==> src/rtl/ccd_fifo_pkg.sv <==
// Shared constants and helpers for the convolution FIFO front ends.
// Used by ccd_rr_arbiter and ccd_fifo_rd_streamer.
package ccd_fifo_pkg;

    localparam int CCD_DEF_DATA_WIDTH = 16;
    localparam int CCD_CNT_WIDTH      = 32;

    // Channel id width; never narrower than one bit.
    function automatic int ch_id_width(input int n);
        return (n > 2) ? $clog2(n) : 1;
    endfunction

endpackage

==> src/rtl/ccd_rr_arbiter.sv <==
// Round-robin arbiter: one-hot grant to the first requester at or
// above the pointer (with wrap); the pointer moves past the winner.
// Ports: clk, rst (sync, active-high), req[NUM_CH] in;
//        gnt[NUM_CH] one-hot out, gnt_id, gnt_vld out.
module ccd_rr_arbiter
    import ccd_fifo_pkg::*;
#(
    parameter int NUM_CH = 4,
    localparam int IDW   = ch_id_width(NUM_CH)
) (
    input  logic              clk,
    input  logic              rst,
    input  logic [NUM_CH-1:0] req,
    output logic [NUM_CH-1:0] gnt,
    output logic [IDW-1:0]    gnt_id,
    output logic              gnt_vld
);

    logic [IDW-1:0] ptr_q;
    logic [IDW-1:0] ptr_d;

    always_comb begin
        int idx;
        gnt     = '0;
        gnt_id  = '0;
        gnt_vld = 1'b0;
        idx     = 0;
        for (int i = 0; i < NUM_CH; i++) begin
            idx = int'(ptr_q) + i;
            if (idx >= NUM_CH) idx = idx - NUM_CH;
            if (!gnt_vld && req[idx]) begin
                gnt_vld  = 1'b1;
                gnt[idx] = 1'b1;
                gnt_id   = IDW'(idx);
            end
        end
    end

    always_comb begin
        ptr_d = ptr_q;
        if (gnt_vld) begin
            ptr_d = (gnt_id == IDW'(NUM_CH - 1)) ? '0 : gnt_id + IDW'(1);
        end
    end

    always_ff @(posedge clk) begin
        if (rst) ptr_q <= '0;
        else     ptr_q <= ptr_d;
    end

endmodule

==> src/rtl/ccd_fifo_rd_streamer.sv <==
// Multi-channel FIFO read front end: credit-gated round-robin reads,
// fixed-latency capture, and a FIFO-ordered output buffer.
// Ports: rd_clk, rd_rst (sync, active-high), enable, ch_empty,
//        ch_rd_en, ch_rd_data, m_valid/m_ready/m_data/m_ch, busy.
// Optional: `define CCD_RD_CNT_EN adds rd_cnt (32-bit per channel).
module ccd_fifo_rd_streamer
    import ccd_fifo_pkg::*;
#(
    parameter int DATA_WIDTH = CCD_DEF_DATA_WIDTH,
    parameter int NUM_CH     = 4,
    parameter int RD_LATENCY = 1,
    parameter int OBUF_DEPTH = 4,
    localparam int IDW       = ch_id_width(NUM_CH)
) (
    input  logic                         rd_clk,
    input  logic                         rd_rst,
    input  logic                         enable,
    input  logic [NUM_CH-1:0]            ch_empty,
    output logic [NUM_CH-1:0]            ch_rd_en,
    input  logic [NUM_CH*DATA_WIDTH-1:0] ch_rd_data,
    output logic                         m_valid,
    input  logic                         m_ready,
    output logic [DATA_WIDTH-1:0]        m_data,
    output logic [IDW-1:0]               m_ch,
    output logic                         busy
`ifdef CCD_RD_CNT_EN
    ,
    output logic [NUM_CH*CCD_CNT_WIDTH-1:0] rd_cnt
`endif
);

    localparam int PW = $clog2(OBUF_DEPTH);
    localparam int CW = $clog2(OBUF_DEPTH + 1);
    localparam int LW = $clog2(RD_LATENCY + 1);

    logic [NUM_CH-1:0]     req;
    logic [IDW-1:0]        gnt_id;
    logic                  gnt_vld;
    logic                  allow;
    logic [LW-1:0]         infl;

    logic [RD_LATENCY-1:0] pv_q, pv_d;
    logic [IDW-1:0]        pid_q [RD_LATENCY];
    logic [IDW-1:0]        pid_d [RD_LATENCY];

    logic [DATA_WIDTH-1:0] md_q [OBUF_DEPTH];
    logic [DATA_WIDTH-1:0] md_d [OBUF_DEPTH];
    logic [IDW-1:0]        mc_q [OBUF_DEPTH];
    logic [IDW-1:0]        mc_d [OBUF_DEPTH];
    logic [PW-1:0]         wp_q, wp_d, rp_q, rp_d;
    logic [CW-1:0]         occ_q, occ_d;

    logic                  push, pop;
    logic [IDW-1:0]        cap_id;
    logic [DATA_WIDTH-1:0] cap_data;

    always_comb begin
        infl = '0;
        for (int i = 0; i < RD_LATENCY; i++) begin
            infl = infl + LW'(pv_q[i]);
        end
    end

    // Credit counts words already in flight plus buffered ones, so a
    // capture can never land on a full buffer.
    assign allow = !rd_rst && enable &&
                   (int'(infl) + int'(occ_q) < OBUF_DEPTH);
    assign req   = ~ch_empty & {NUM_CH{allow}};

    ccd_rr_arbiter #(
        .NUM_CH (NUM_CH)
    ) u_arb (
        .clk     (rd_clk),
        .rst     (rd_rst),
        .req     (req),
        .gnt     (ch_rd_en),
        .gnt_id  (gnt_id),
        .gnt_vld (gnt_vld)
    );

    always_comb begin
        pv_d     = '0;
        pid_d    = pid_q;
        pv_d[0]  = gnt_vld;
        pid_d[0] = gnt_id;
        for (int i = 1; i < RD_LATENCY; i++) begin
            pv_d[i]  = pv_q[i-1];
            pid_d[i] = pid_q[i-1];
        end
    end

    assign push     = pv_q[RD_LATENCY-1];
    assign cap_id   = pid_q[RD_LATENCY-1];
    assign cap_data = ch_rd_data[int'(cap_id)*DATA_WIDTH +: DATA_WIDTH];

    assign m_valid = (occ_q != '0);
    assign pop     = m_valid && m_ready;
    assign m_data  = m_valid ? md_q[rp_q] : '0;
    assign m_ch    = m_valid ? mc_q[rp_q] : '0;
    assign busy    = (infl != '0) || (occ_q != '0);

    always_comb begin
        md_d  = md_q;
        mc_d  = mc_q;
        wp_d  = wp_q;
        rp_d  = rp_q;
        occ_d = occ_q + CW'(push) - CW'(pop);
        if (push) begin
            md_d[wp_q] = cap_data;
            mc_d[wp_q] = cap_id;
            wp_d       = wp_q + PW'(1);
        end
        if (pop) begin
            rp_d = rp_q + PW'(1);
        end
    end

    always_ff @(posedge rd_clk) begin
        if (rd_rst) begin
            pv_q  <= '0;
            pid_q <= '{default: '0};
            wp_q  <= '0;
            rp_q  <= '0;
            occ_q <= '0;
        end else begin
            pv_q  <= pv_d;
            pid_q <= pid_d;
            wp_q  <= wp_d;
            rp_q  <= rp_d;
            occ_q <= occ_d;
        end
    end

    // Storage needs no reset: occupancy gates every read of it.
    always_ff @(posedge rd_clk) begin
        md_q <= md_d;
        mc_q <= mc_d;
    end

`ifdef CCD_RD_CNT_EN
    logic [CCD_CNT_WIDTH-1:0] cnt_q [NUM_CH];
    logic [CCD_CNT_WIDTH-1:0] cnt_d [NUM_CH];

    always_comb begin
        cnt_d = cnt_q;
        if (pop) begin
            cnt_d[m_ch] = cnt_q[m_ch] + CCD_CNT_WIDTH'(1);
        end
    end

    always_comb begin
        rd_cnt = '0;
        for (int i = 0; i < NUM_CH; i++) begin
            rd_cnt[i*CCD_CNT_WIDTH +: CCD_CNT_WIDTH] = cnt_q[i];
        end
    end

    always_ff @(posedge rd_clk) begin
        if (rd_rst) cnt_q <= '{default: '0};
        else        cnt_q <= cnt_d;
    end
`endif

    obuf_no_overflow: assert property (
        @(posedge rd_clk) disable iff (rd_rst)
        !(push && !pop && occ_q == CW'(OBUF_DEPTH))
    );

endmodule

==> config.mk <==
export PLATFORM = sky130hd
export DESIGN_NAME = ccd_fifo_rd_streamer
export DESIGN_NICKNAME = d
export VERILOG_FILES = /design/src/rtl/ccd_fifo_pkg.sv /design/src/rtl/ccd_rr_arbiter.sv /design/src/rtl/ccd_fifo_rd_streamer.sv
export SDC_FILE = /design/constraint.sdc
export NUM_CORES = 1
export LEC_CHECK = 0
export BUFFER_PORTS_ARGS = -buffer_cell sky130_fd_sc_hd__buf_2
export CORE_MARGIN = 4
export CORE_UTILIZATION = 40
export CTS_CLUSTER_DIAMETER = 30
export DETAILED_ROUTE_END_ITERATION = 6
export PLACE_DENSITY = 0.73
export RECOVER_POWER = 100
export SLEW_MARGIN = 30
export SYNTH_ARGS = -nofsm -noshare
export SYNTH_HDL_FRONTEND = slang
export SYNTH_SLANG_ARGS = --single-unit
==> constraint.sdc <==
create_clock -name rd_clk -period 3.26 [get_ports rd_clk]
set_input_delay 0.652 -clock rd_clk [delete_from_list [all_inputs] [get_ports rd_clk]]
set_output_delay 0.652 -clock rd_clk [all_outputs]
set_load 0.02 [all_outputs]
==> results.tsv <==
stage	metric	value	unit
run_status	status	complete, but fails checks	
run_status	failing checks	max-capacitance violations, max-slew violations	
final_layout	most frequent cells in the layout	buf_2, edfxtp_1, mux4_2	
routing	Vias	2656	
floorplanning	Rows	37	
routing	DRC violations left	0	
routing	first drt pass iteration count	4	
routing	drt wl/cell	16.9	microns
routing	initial drt markers	124	
logic_synthesis	Post-Syn Area per Cell	16.1	sq um
final_layout	Area growth syn-to-layout	19.1	%
worst_setup_path	WS Path Type	reg -> out	
floorplanning	Die ar.	0.0125	sq mm
sta	Setup-failing EPs final	0	
cts	CTS tree	done	
worst_setup_path	CP Max Fanout	7	
cts	clk buf depth	2	
worst_setup_path	CP Capture Type	output pin	
final_layout	layout cells sized above 1	41.6	%
logic_synthesis	synth unique cells	41	
cts	CTS sink count	84	
sta	setup slack after layout	178	ps
worst_setup_path	WP data arrival	2430	ps
sta	Max Clock Skew	10.4	ps
logic_synthesis	Yosys Warn Count	0	
sta	fin crit period	3080	ps
placement	hpwl dp	5.84	mm
cts	Reg clk slew, reported paths	80	ps
logic_synthesis	syn nets	355	
sta	Final period util	94.6	%
logic_synthesis	Mapped Cells	267	
routing	antenna-violating nets left	0	
final_layout	Nets	451	
placement	# port buffers	95	
logic_synthesis	post-synth top area cell	edfxtp_1	
global_route	first-pass GRT wire length	13.9	mm
global_route	global route overflow	0	
cts	H-tree levels	3	
floorplanning	core area	0.0104	sq mm
cts	root buf cell	clkbuf_8	
logic_synthesis	sequential fraction of the synthesis area	55.9	%
final_layout	Post-Route Utilization	49.1	%
worst_setup_path	R2R Path Start	occ_q[1]	
run	max_cap viols	1	
global_route	All-Layer GR Usage	14.0	%
sta	final hold vios	0	
hold_path	hold path startpoint	rp_q[1]	
placement	routability cong.	0.812	
cts	worst skew pair latency	350	ps
sta	Total Negative Setup Slacks	0	ps
final_layout	most common cell after layout, fill and taps aside	buf_2	
global_route	initial antenna violation count	0	
routing	final wirelength	8.50	mm
logic_synthesis	Netlist Area Pre-Place	0.00430	sq mm
worst_setup_path	WP data required	2610	ps
final_layout	antenna diode count	0	
floorplanning	height of the die	112	microns
worst_setup_path	R2R cell count	10	
hold_path	hold endpoint	rp_q[1]	
floorplanning	num ports	96	
floorplanning	x dimension of the die	112	microns
logic_synthesis	post-synth top area share	50.3	%
sta	fmax	324	MHz
cts	hold buffers post-CTS	0	
hold_path	type of the tightest min-delay check	reg -> reg	
sta	RSZ-0062 raised after global routing	no	
global_route	largest net degree at the start of global routing	22	
logic_synthesis	Synth area leaders	edfxtp_1, mux4_2, dfxtp_1	
sta	Slew @ Worst Pin	1580	ps
pwr	total power	3.59	mW
worst_setup_path	reg2reg setup slack	470	ps
floorplanning	Initial Util	41.3	%
cts	CTS buffer count	9	
global_route	vias in the first global route	2798	
worst_setup_path	r2r endpoint	occ_q[2]	
routing	Via-to-Cell Ratio	5.27	
placement	Placement Setup Slack	411	ps
sta	Slew HR	-5.05	%
pwr	peak supply drop	0.000254	V
hold_path	cell depth of the worst hold path	2	
pwr	Pwr per Cell Area	702	mW/mm^2
logic_synthesis	FF+latch count, synth	84	
pwr	Leakage	1.83	nW
worst_setup_path	crit start category	register	
sta	pins over their slew limit	21	
==> routing by layer <==
metal / global-route usage, % / vias to the layer above / wire length [microns]
met1: 17.0 / 1322 / 3450
met4: 4.38 / 0 / 60
met2: 24.6 / 92 / 4450
met3: 3.48 / 6 / 542
met5: 0 / - / 0
li1: - / 1236 / -
==> worst max path at each step <==
| stage | to | startpoint | cells past startpoint | slack (ps) |
|---|---|---|---|---|
| 2_1_floorplan | ch_rd_en[0] | register | 8 | 270 |
| 4_1_cts | ch_rd_en[2] | u_arb.ptr_q[1] | 7 | 3 |
| 3_5_place_dp | ch_rd_en[2] | u_arb.ptr_q[1] | 7 | 410 |
| 5_1_grt | ch_rd_en[2] | register | 8 | 7 |
| 6_report | ch_rd_en[0] | register | 7 | 180 |
| 3_3_place_gp | ch_rd_en[3] | u_arb.ptr_q[1] | 7 | 460 |
==> final cells by class <==
class	instances	area [sq um]
flip-flops and latches	84	2400
inverters	14	52.6
clock buffers	9	124
multi-input cells	151	1730
fillers	904	5300
repair buffers	103	512
clock inverters	7	124
well taps	136	170
==> critical path: stages (launching register included) <==
cell       delay [ps]
dfxtp_1           340
inv_1              90
ha_2              390
mux4_2            590
nand3_1           210
a2bb2oi_1         210
o2bb2ai_1         100
buf_2             160
==> through the flow <==
step	hold WS, ps	cells	cell area [sq um]
after global routing	588	504	5120
after detailed placement	509	486	4870
after global placement	498	486	4870
final	528	504	5120
after CTS	530	502	5120
after floorplan	455	267	4300
==> sequential cells by signal, summed over array words and instances (netlist names), named ones only <==
name	flops
md_q	64
wp_q	2
mc_q	8
rp_q	2
cap_id	2
occ_q	3
push	1
u_arb.ptr_q	1
==> what timing repair did <==
action	CTS	global route
buffers inserted	0	2
gates resized for setup	0	3
setup endpoints to repair	0	4
==> cell families after synthesis <==
logic type	synth area share, %
fa+ha+maj	4.83
flops	55.9
mux	20.9
xor+xnor	0.815
simple gates	7.83
compound gates	5.79
buf+inv	3.93
==> where the power goes <==
group	leakage (nW)	internal, mW	switching (mW)
Sequential	0.750	1.30	0.0605
Combinational	0.961	0.597	0.748
Clock	0.120	0.514	0.374
==> synthesized netlist by cell type, drive strengths merged <==
| library cell | n |
|---|---|
| nor2 | 7 |
| and3b | 1 |
| nor3 | 5 |
| or3b | 1 |
| a2bb2oi | 6 |
| nor3b | 1 |
| xor2 | 1 |
| ha | 15 |
| nand2 | 5 |
| a31oi | 1 |
| nor4 | 2 |
| and4 | 1 |
| nand3 | 3 |
| clkbuf | 8 |
| nand3b | 1 |
| dfxtp | 12 |
| mux2 | 1 |
| a21oi | 5 |
| xnor2 | 3 |
| inv | 14 |
| o31ai | 1 |
| o221a | 1 |
| a21boi | 1 |
| buf | 10 |
| mux4 | 37 |
| or4 | 1 |
| nand2b | 1 |
| o21ai | 8 |
| mux2i | 5 |
| or3 | 2 |
| fa | 1 |
| o2bb2ai | 4 |
| a41oi | 1 |
| nor2b | 3 |
| and2 | 24 |
| o2111ai | 1 |
| o2111a | 1 |
| edfxtp | 72 |
Power figures use the tool's default switching activity.
